## config.mk

```make
export PLATFORM = sky130hd
export DESIGN_NAME = la_capture_sequencer
export DESIGN_NICKNAME = d
export VERILOG_FILES = /design/src/rtl/la_seq_pkg.sv /design/src/rtl/la_sync_edge.sv /design/src/rtl/la_capture_sequencer.sv
export SDC_FILE = /design/constraint.sdc
export NUM_CORES = 1
export LEC_CHECK = 0
export CELL_PAD_IN_SITES_DETAIL_PLACEMENT = 1
export CELL_PAD_IN_SITES_GLOBAL_PLACEMENT = 2
export CORE_MARGIN = 5
export CORE_UTILIZATION = 29
export CTS_BUF_LIST = sky130_fd_sc_hd__clkbuf_2
export DETAILED_ROUTE_END_ITERATION = 8
export PLACE_DENSITY_LB_ADDON = 0.1
export SYNTH_ARGS = -nofsm -noshare
export SYNTH_HDL_FRONTEND = slang
export SYNTH_SLANG_ARGS = --single-unit
```

## constraint.sdc

```tcl
create_clock -name clk -period 2.25 [get_ports clk]
set_input_delay 0.225 -clock clk [delete_from_list [all_inputs] [get_ports clk]]
set_output_delay 0.225 -clock clk [all_outputs]
set_load 0.005 [all_outputs]
```

## src/rtl/la_seq_pkg.sv

```systemverilog
// Shared types for the logic-analyser capture sequencer.
// State and error encodings, latched config bundle, small helpers.
package la_seq_pkg;

  typedef enum logic [2:0] {
    ST_IDLE      = 3'd0,
    ST_WAIT_INIT = 3'd1,
    ST_START     = 3'd2,
    ST_CAPTURE   = 3'd3,
    ST_UPLOAD    = 3'd4,
    ST_DONE      = 3'd5,
    ST_ERROR     = 3'd6
  } st_e;

  typedef enum logic [2:0] {
    ERR_NONE     = 3'd0,
    ERR_ZERO_NUM = 3'd1,
    ERR_DDR_TO   = 3'd2,
    ERR_CAP_TO   = 3'd3,
    ERR_UP_TO    = 3'd4,
    ERR_ABORT    = 3'd5
  } err_e;

  typedef struct packed {
    logic [3:0]  sample_clk;
    logic [31:0] sample_num;
    logic [1:0]  triger_type;
    logic [2:0]  trig_chan;
  } cfg_t;

  // Phases that are guarded by the watchdog.
  function automatic logic timed_phase(st_e s);
    return (s == ST_WAIT_INIT) ||
           (s == ST_CAPTURE) ||
           (s == ST_UPLOAD);
  endfunction

  // Where a freshly requested run goes.
  function automatic st_e launch_state(
    logic [31:0] num,
    logic        ddr_ok
  );
    if (num == 32'd0)
      return ST_ERROR;
    else if (!ddr_ok)
      return ST_WAIT_INIT;
    else
      return ST_START;
  endfunction

  function automatic err_e launch_err(
    logic [31:0] num
  );
    return (num == 32'd0) ? ERR_ZERO_NUM
                          : ERR_NONE;
  endfunction

endpackage

```

## src/rtl/la_sync_edge.sv

```systemverilog
// Multi-flop synchroniser with rising-edge detect.
// Ports: clk, rst_n, async_in -> sync_out (level), rise (1-cycle).
module la_sync_edge #(
  parameter int STAGES = 2
) (
  input  logic clk,
  input  logic rst_n,
  input  logic async_in,
  output logic sync_out,
  output logic rise
);

  logic [STAGES-1:0] sh_q;
  logic              prev_q;

  always_ff @(posedge clk or negedge rst_n) begin
    if (!rst_n) begin
      sh_q   <= '0;
      prev_q <= 1'b0;
    end else begin
      sh_q   <= {sh_q[STAGES-2:0], async_in};
      prev_q <= sh_q[STAGES-1];
    end
  end

  assign sync_out = sh_q[STAGES-1];
  assign rise     = sh_q[STAGES-1] & ~prev_q;

endmodule

```

## src/rtl/la_capture_sequencer.sv

```systemverilog
// Run-level controller: sync run request, latch config, sequence
// DDR-ready/start/capture/upload with per-phase watchdog and status.
// In : clk, rst_n, sample_run, abort, cfg requests, ddr/dout/eth done.
// Out: start_posedge, cfg_*, busy, run_done, state, err_code,
//      run_count, led_busy, led_err.
module la_capture_sequencer
  import la_seq_pkg::*;
#(
  parameter logic [31:0] TIMEOUT_CYCLES = 32'd200_000_000,
  parameter int          CNT_WIDTH      = 16,
  parameter int          SYNC_STAGES    = 2
) (
  input  logic                 clk,
  input  logic                 rst_n,
  input  logic                 sample_run,
  input  logic                 abort,
  input  logic [3:0]           sample_clk_cfg,
  input  logic [31:0]          sample_num,
  input  logic [1:0]           triger_type,
  input  logic [2:0]           trigger_channel,
  input  logic                 ddr_init_done,
  input  logic                 dout_done,
  input  logic                 ethernet_read_done,
  output logic                 start_posedge,
  output logic [3:0]           cfg_sample_clk,
  output logic [31:0]          cfg_sample_num,
  output logic [1:0]           cfg_triger_type,
  output logic [2:0]           cfg_trig_chan,
  output logic                 busy,
  output logic                 run_done,
  output logic [2:0]           state,
  output logic [2:0]           err_code,
  output logic [CNT_WIDTH-1:0] run_count,
  output logic                 led_busy,
  output logic                 led_err
);

  localparam logic        TMO_EN   = (TIMEOUT_CYCLES != 32'd0);
  localparam logic [31:0] TMO_LAST = TIMEOUT_CYCLES - 32'd1;

  st_e                  st_q;
  st_e                  st_d;
  err_e                 err_q;
  err_e                 err_d;
  cfg_t                 cfg_q;
  logic                 latch;
  logic                 start_q;
  logic [31:0]          tmo_q;
  logic                 tmo_hit;
  logic [CNT_WIDTH-1:0] cnt_q;
  logic                 rise;

  la_sync_edge #(
    .STAGES   (SYNC_STAGES)
  ) u_sync (
    .clk      (clk),
    .rst_n    (rst_n),
    .async_in (sample_run),
    .sync_out (),
    .rise     (rise)
  );

  // Only fires while the counter is actually running in a guarded phase.
  assign tmo_hit = TMO_EN &&
                   timed_phase(st_q) &&
                   (tmo_q == TMO_LAST);

  always_ff @(posedge clk or negedge rst_n) begin
    if (!rst_n) begin
      st_q    <= ST_IDLE;
      err_q   <= ERR_NONE;
      cfg_q   <= '0;
      start_q <= 1'b0;
      tmo_q   <= '0;
      cnt_q   <= '0;
    end else begin
      st_q    <= st_d;
      err_q   <= err_d;
      start_q <= (st_d == ST_START);
      if (latch) begin
        cfg_q <= '{
          sample_clk:  sample_clk_cfg,
          sample_num:  sample_num,
          triger_type: triger_type,
          trig_chan:   trigger_channel
        };
      end
      if ((st_d != st_q) || !timed_phase(st_q))
        tmo_q <= '0;
      else
        tmo_q <= tmo_q + 32'd1;
      if (st_d == ST_DONE)
        cnt_q <= cnt_q + 1'b1;
    end
  end

  // Next state: abort beats phase completion, which beats timeout.
  always_comb begin
    st_d  = st_q;
    err_d = err_q;
    latch = 1'b0;
    unique case (st_q)
      ST_IDLE: begin
        if (rise) begin
          latch = 1'b1;
          st_d  = launch_state(sample_num, ddr_init_done);
          err_d = launch_err(sample_num);
        end
      end
      ST_WAIT_INIT: begin
        if (abort) begin
          st_d  = ST_ERROR;
          err_d = ERR_ABORT;
        end else if (ddr_init_done) begin
          st_d  = ST_START;
        end else if (tmo_hit) begin
          st_d  = ST_ERROR;
          err_d = ERR_DDR_TO;
        end
      end
      ST_START: begin
        if (abort) begin
          st_d  = ST_ERROR;
          err_d = ERR_ABORT;
        end else begin
          st_d  = ST_CAPTURE;
        end
      end
      ST_CAPTURE: begin
        if (abort) begin
          st_d  = ST_ERROR;
          err_d = ERR_ABORT;
        end else if (dout_done) begin
          st_d  = ST_UPLOAD;
        end else if (tmo_hit) begin
          st_d  = ST_ERROR;
          err_d = ERR_CAP_TO;
        end
      end
      ST_UPLOAD: begin
        if (abort) begin
          st_d  = ST_ERROR;
          err_d = ERR_ABORT;
        end else if (ethernet_read_done) begin
          st_d  = ST_DONE;
        end else if (tmo_hit) begin
          st_d  = ST_ERROR;
          err_d = ERR_UP_TO;
        end
      end
      ST_DONE: begin
        st_d = ST_IDLE;
      end
      ST_ERROR: begin
        if (abort) begin
          st_d  = ST_IDLE;
          err_d = ERR_NONE;
        end else if (rise) begin
          latch = 1'b1;
          st_d  = launch_state(sample_num, ddr_init_done);
          err_d = launch_err(sample_num);
        end
      end
      default: begin
        st_d  = ST_IDLE;
        err_d = ERR_NONE;
      end
    endcase
  end

  always_comb begin
    busy            = (st_q != ST_IDLE) && (st_q != ST_ERROR);
    led_busy        = busy;
    led_err         = (st_q == ST_ERROR);
    run_done        = (st_q == ST_DONE);
    state           = st_q;
    err_code        = err_q;
    start_posedge   = start_q;
    run_count       = cnt_q;
    cfg_sample_clk  = cfg_q.sample_clk;
    cfg_sample_num  = cfg_q.sample_num;
    cfg_triger_type = cfg_q.triger_type;
    cfg_trig_chan   = cfg_q.trig_chan;
  end

endmodule

```

==> flow_summary.yaml <==
timing:
  hold_viol_final: 0
  worst_slack_ps: 23.5
  maxSlewViolCount: 0
  holdWs_ps: 125
  finalCritPeriodShare: 0.990
  fmax_ghz: 0.449
  relSlewSlack: 0.414
  tightestPinTransition_ps: 876
  setup_viol: 0
  rsz0062_at_grt: "yes"
  finalClockSkew_ps: 32.6
  layout_min_cycle_time_ps: 2230
global_route:
  grt_overflow_total: 0
  grt_pass1_vias: 4119
  grt_pass1_wl_mm: 22.3
  grt_start_max_net_pins: 57
  antenna_found_initial: 0
  grtUsageTotal: 0.154
yosys:
  yosysTopAreaCell: "dfrtp_1"
  synth-main-ff-cell: "dfrtp_1"
  netlist.area_leader.share: 0.536
  syn_nets: 466
  synth_edf_count: 0
  yosysUniqueCellTypes: 45
  ys_seq_area_frac: 0.536
  async_flop_share: 1.00
  syn_avg_cell_area_um2: 11.1
  ys_ff_latch: 99
  netlist_instances: 416
  yosysWarnings: 0
  yosys-top-cells-area: "dfrtp_1 54%, mux2_2 10%, xnor2_1 5.3%, nor3_1 4.2%, xor2_1 3.2%"
  synth_area_um2: 4620
worst_setup_path:
  worstPathMaxFanout: 3
  crit_type: "reg2reg"
  endpoint_kind: "flop"
  rrSetupSlack_ps: 20
  crit_path_start_kind: "flop"
  arrival_ps: 2740
  r2r_cells: 6
  worstPathRequired_ps: 2760
clocking:
  cts_tree: "done"
  clock_sinks: 99
  numCtsBuffers: 9
  clockBufferDepth: 2
  clkTransAtPathRegs_ps: 310
  htreeDepth: 3
  clockRootBuffer: "clkbuf_2"
  clk_latency_ps: 610
final_layout:
  final_cell_mix: "109 x clkdlybuf4s50_1, 96 x dfrtp_1, 67 x buf_4"
  fill_cells: 1768
  area_delta_synth_final_pct: 50.7
  instances_no_fill: 820
  seq_area_um2: 2480
  n_antenna_cell: 0
  multi_input_area_um2: 2220
  final_common_cell: "clkdlybuf4s50_1"
  drive_above_1_share: 0.291
  fin_nets: 649
  post-route-util: 0.441
pwr:
  cellPowerDensity_nw_per_um2: 987
  ir_drop_uv: 454
  p_leak_nw: 2.89
  power_mw: 6.87
floorplan:
  io_pins: 116
  dieArea_um2: 18500
  fp.dieW_um: 136
  die_h_um: 136
  row_count: 46
  initial_utilization: 0.293
  coreArea_um2: 15800
route:
  drc: 0
  wl_mm: 14.0
  initialDrtViolationCount: 137
  drt-vias-per-instance: 4.71
  wl_per_cell_um: 17.0
  ant_nets: 0
  first_pass_iters: 4
  num_vias: 3862
placed_design:
  pre_cts_ws_ps: -66.8
  numPortBuffers: 115
  dpl.cell_count: 780
  hpwl_mm: 10.1
  routabilityCongestion: 0.803
job:
  max-cap-violations: 0
hold_path:
  hold_path.class: "in2async"
run_status:
  status: "finished clean"
==> what timing repair did <==
item,CTS,global route
pin swaps,2,13
setup buffers,11,9
endpoints found under the setup margin,41,36
hold buffers,3,0
gates cloned,1,1
gates resized for setup,19,27
endpoints found under the hold margin,100,0
==> sequential cells by signal, indices dropped and copies added (netlist names) <==
register         count
cfg_trig_chan        3
u_sync.sh_q          2
cfg_triger_type      2
err_code             3
run_count           16
cfg_sample_clk       4
cfg_sample_num      32
tmo_q               32
start_posedge        1
state                3
u_sync.prev_q        1
==> critical path, stage by stage (launching register included) <==
cell	delay [ps]
dfrtp_1	460
nor4b_2	270
nand4_1	150
or4_4	550
a211oi_4	300
o22ai_2	110
mux2_4	300
==> metal layers <==
| metal | GRT usage | part of all wire |
|---|---|---|
| met1 | 0.198 | 0.44 |
| met2 | 0.251 | 0.48 |
| met3 | 0.0592 | 0.072 |
| met4 | 0.0269 | 0.0077 |
| met5 | 0 | 0 |
==> stage by stage <==
| stage | TNS, ps | cell area (um2) |
|---|---|---|
| 6_report | 0 | 6960 |
| 5_1_grt | -94.8 | 6960 |
| 4_1_cts | 0 | 6750 |
| 3_5_place_dp | -1850 | 6430 |
| 3_3_place_gp | -1080 | 6430 |
| 2_1_floorplan | -10.9 | 4630 |
==> logic make-up after synthesis <==
logic type | synth area share
compound gates | 0.0517
xor+xnor | 0.0853
fa+ha+maj | 0.00542
buf+inv | 0.0238
flops | 0.536
mux | 0.106
simple gates | 0.192
==> where the power goes <==
group / total (mW) / internal (mW) / switching (mW)
Clock: 0.950 / 0.278 / 0.672
Combinational: 3.37 / 1.97 / 1.39
Sequential: 2.55 / 2.26 / 0.295
Total: 6.87 / 4.51 / 2.36
==> synth_stat cells, types with 7 or more instances <==
master    instances
and3_1           10
nand2_1          22
xor2_1           17
nand3_1          24
xnor2_1          28
a21oi_1          11
nor3_1           39
nor4_1           12
clkbuf_1         15
mux2_2           42
nand4_1          11
nor2_1           16
inv_1             7
o21ai_0          10
dfrtp_1          99
==> layout make-up <==
class,count,share of cell area
inverters,7,0.00377
multi-input cells,290,0.319
flip-flops and latches,99,0.356
clock inverters,7,0.0120
well taps,216,0.0388
repair buffers,192,0.264
clock buffers,9,0.00647
==> worst paths after layout <==
| check | end | from |
|---|---|---|
| setup reg to reg | err_code[0] | tmo_q[26] |
| min in group clk | cfg_trig_chan[2] | trigger_channel[2] |
| hold / removal | tmo_q[19] | rst_n |
| hold reg to reg | u_sync.sh_q[1] | u_sync.sh_q[0] |
| max in group asynchronous | tmo_q[22] | rst_n |
| setup / recovery | err_code[0] | tmo_q[26] |
(Power assumes the default switching activity.)
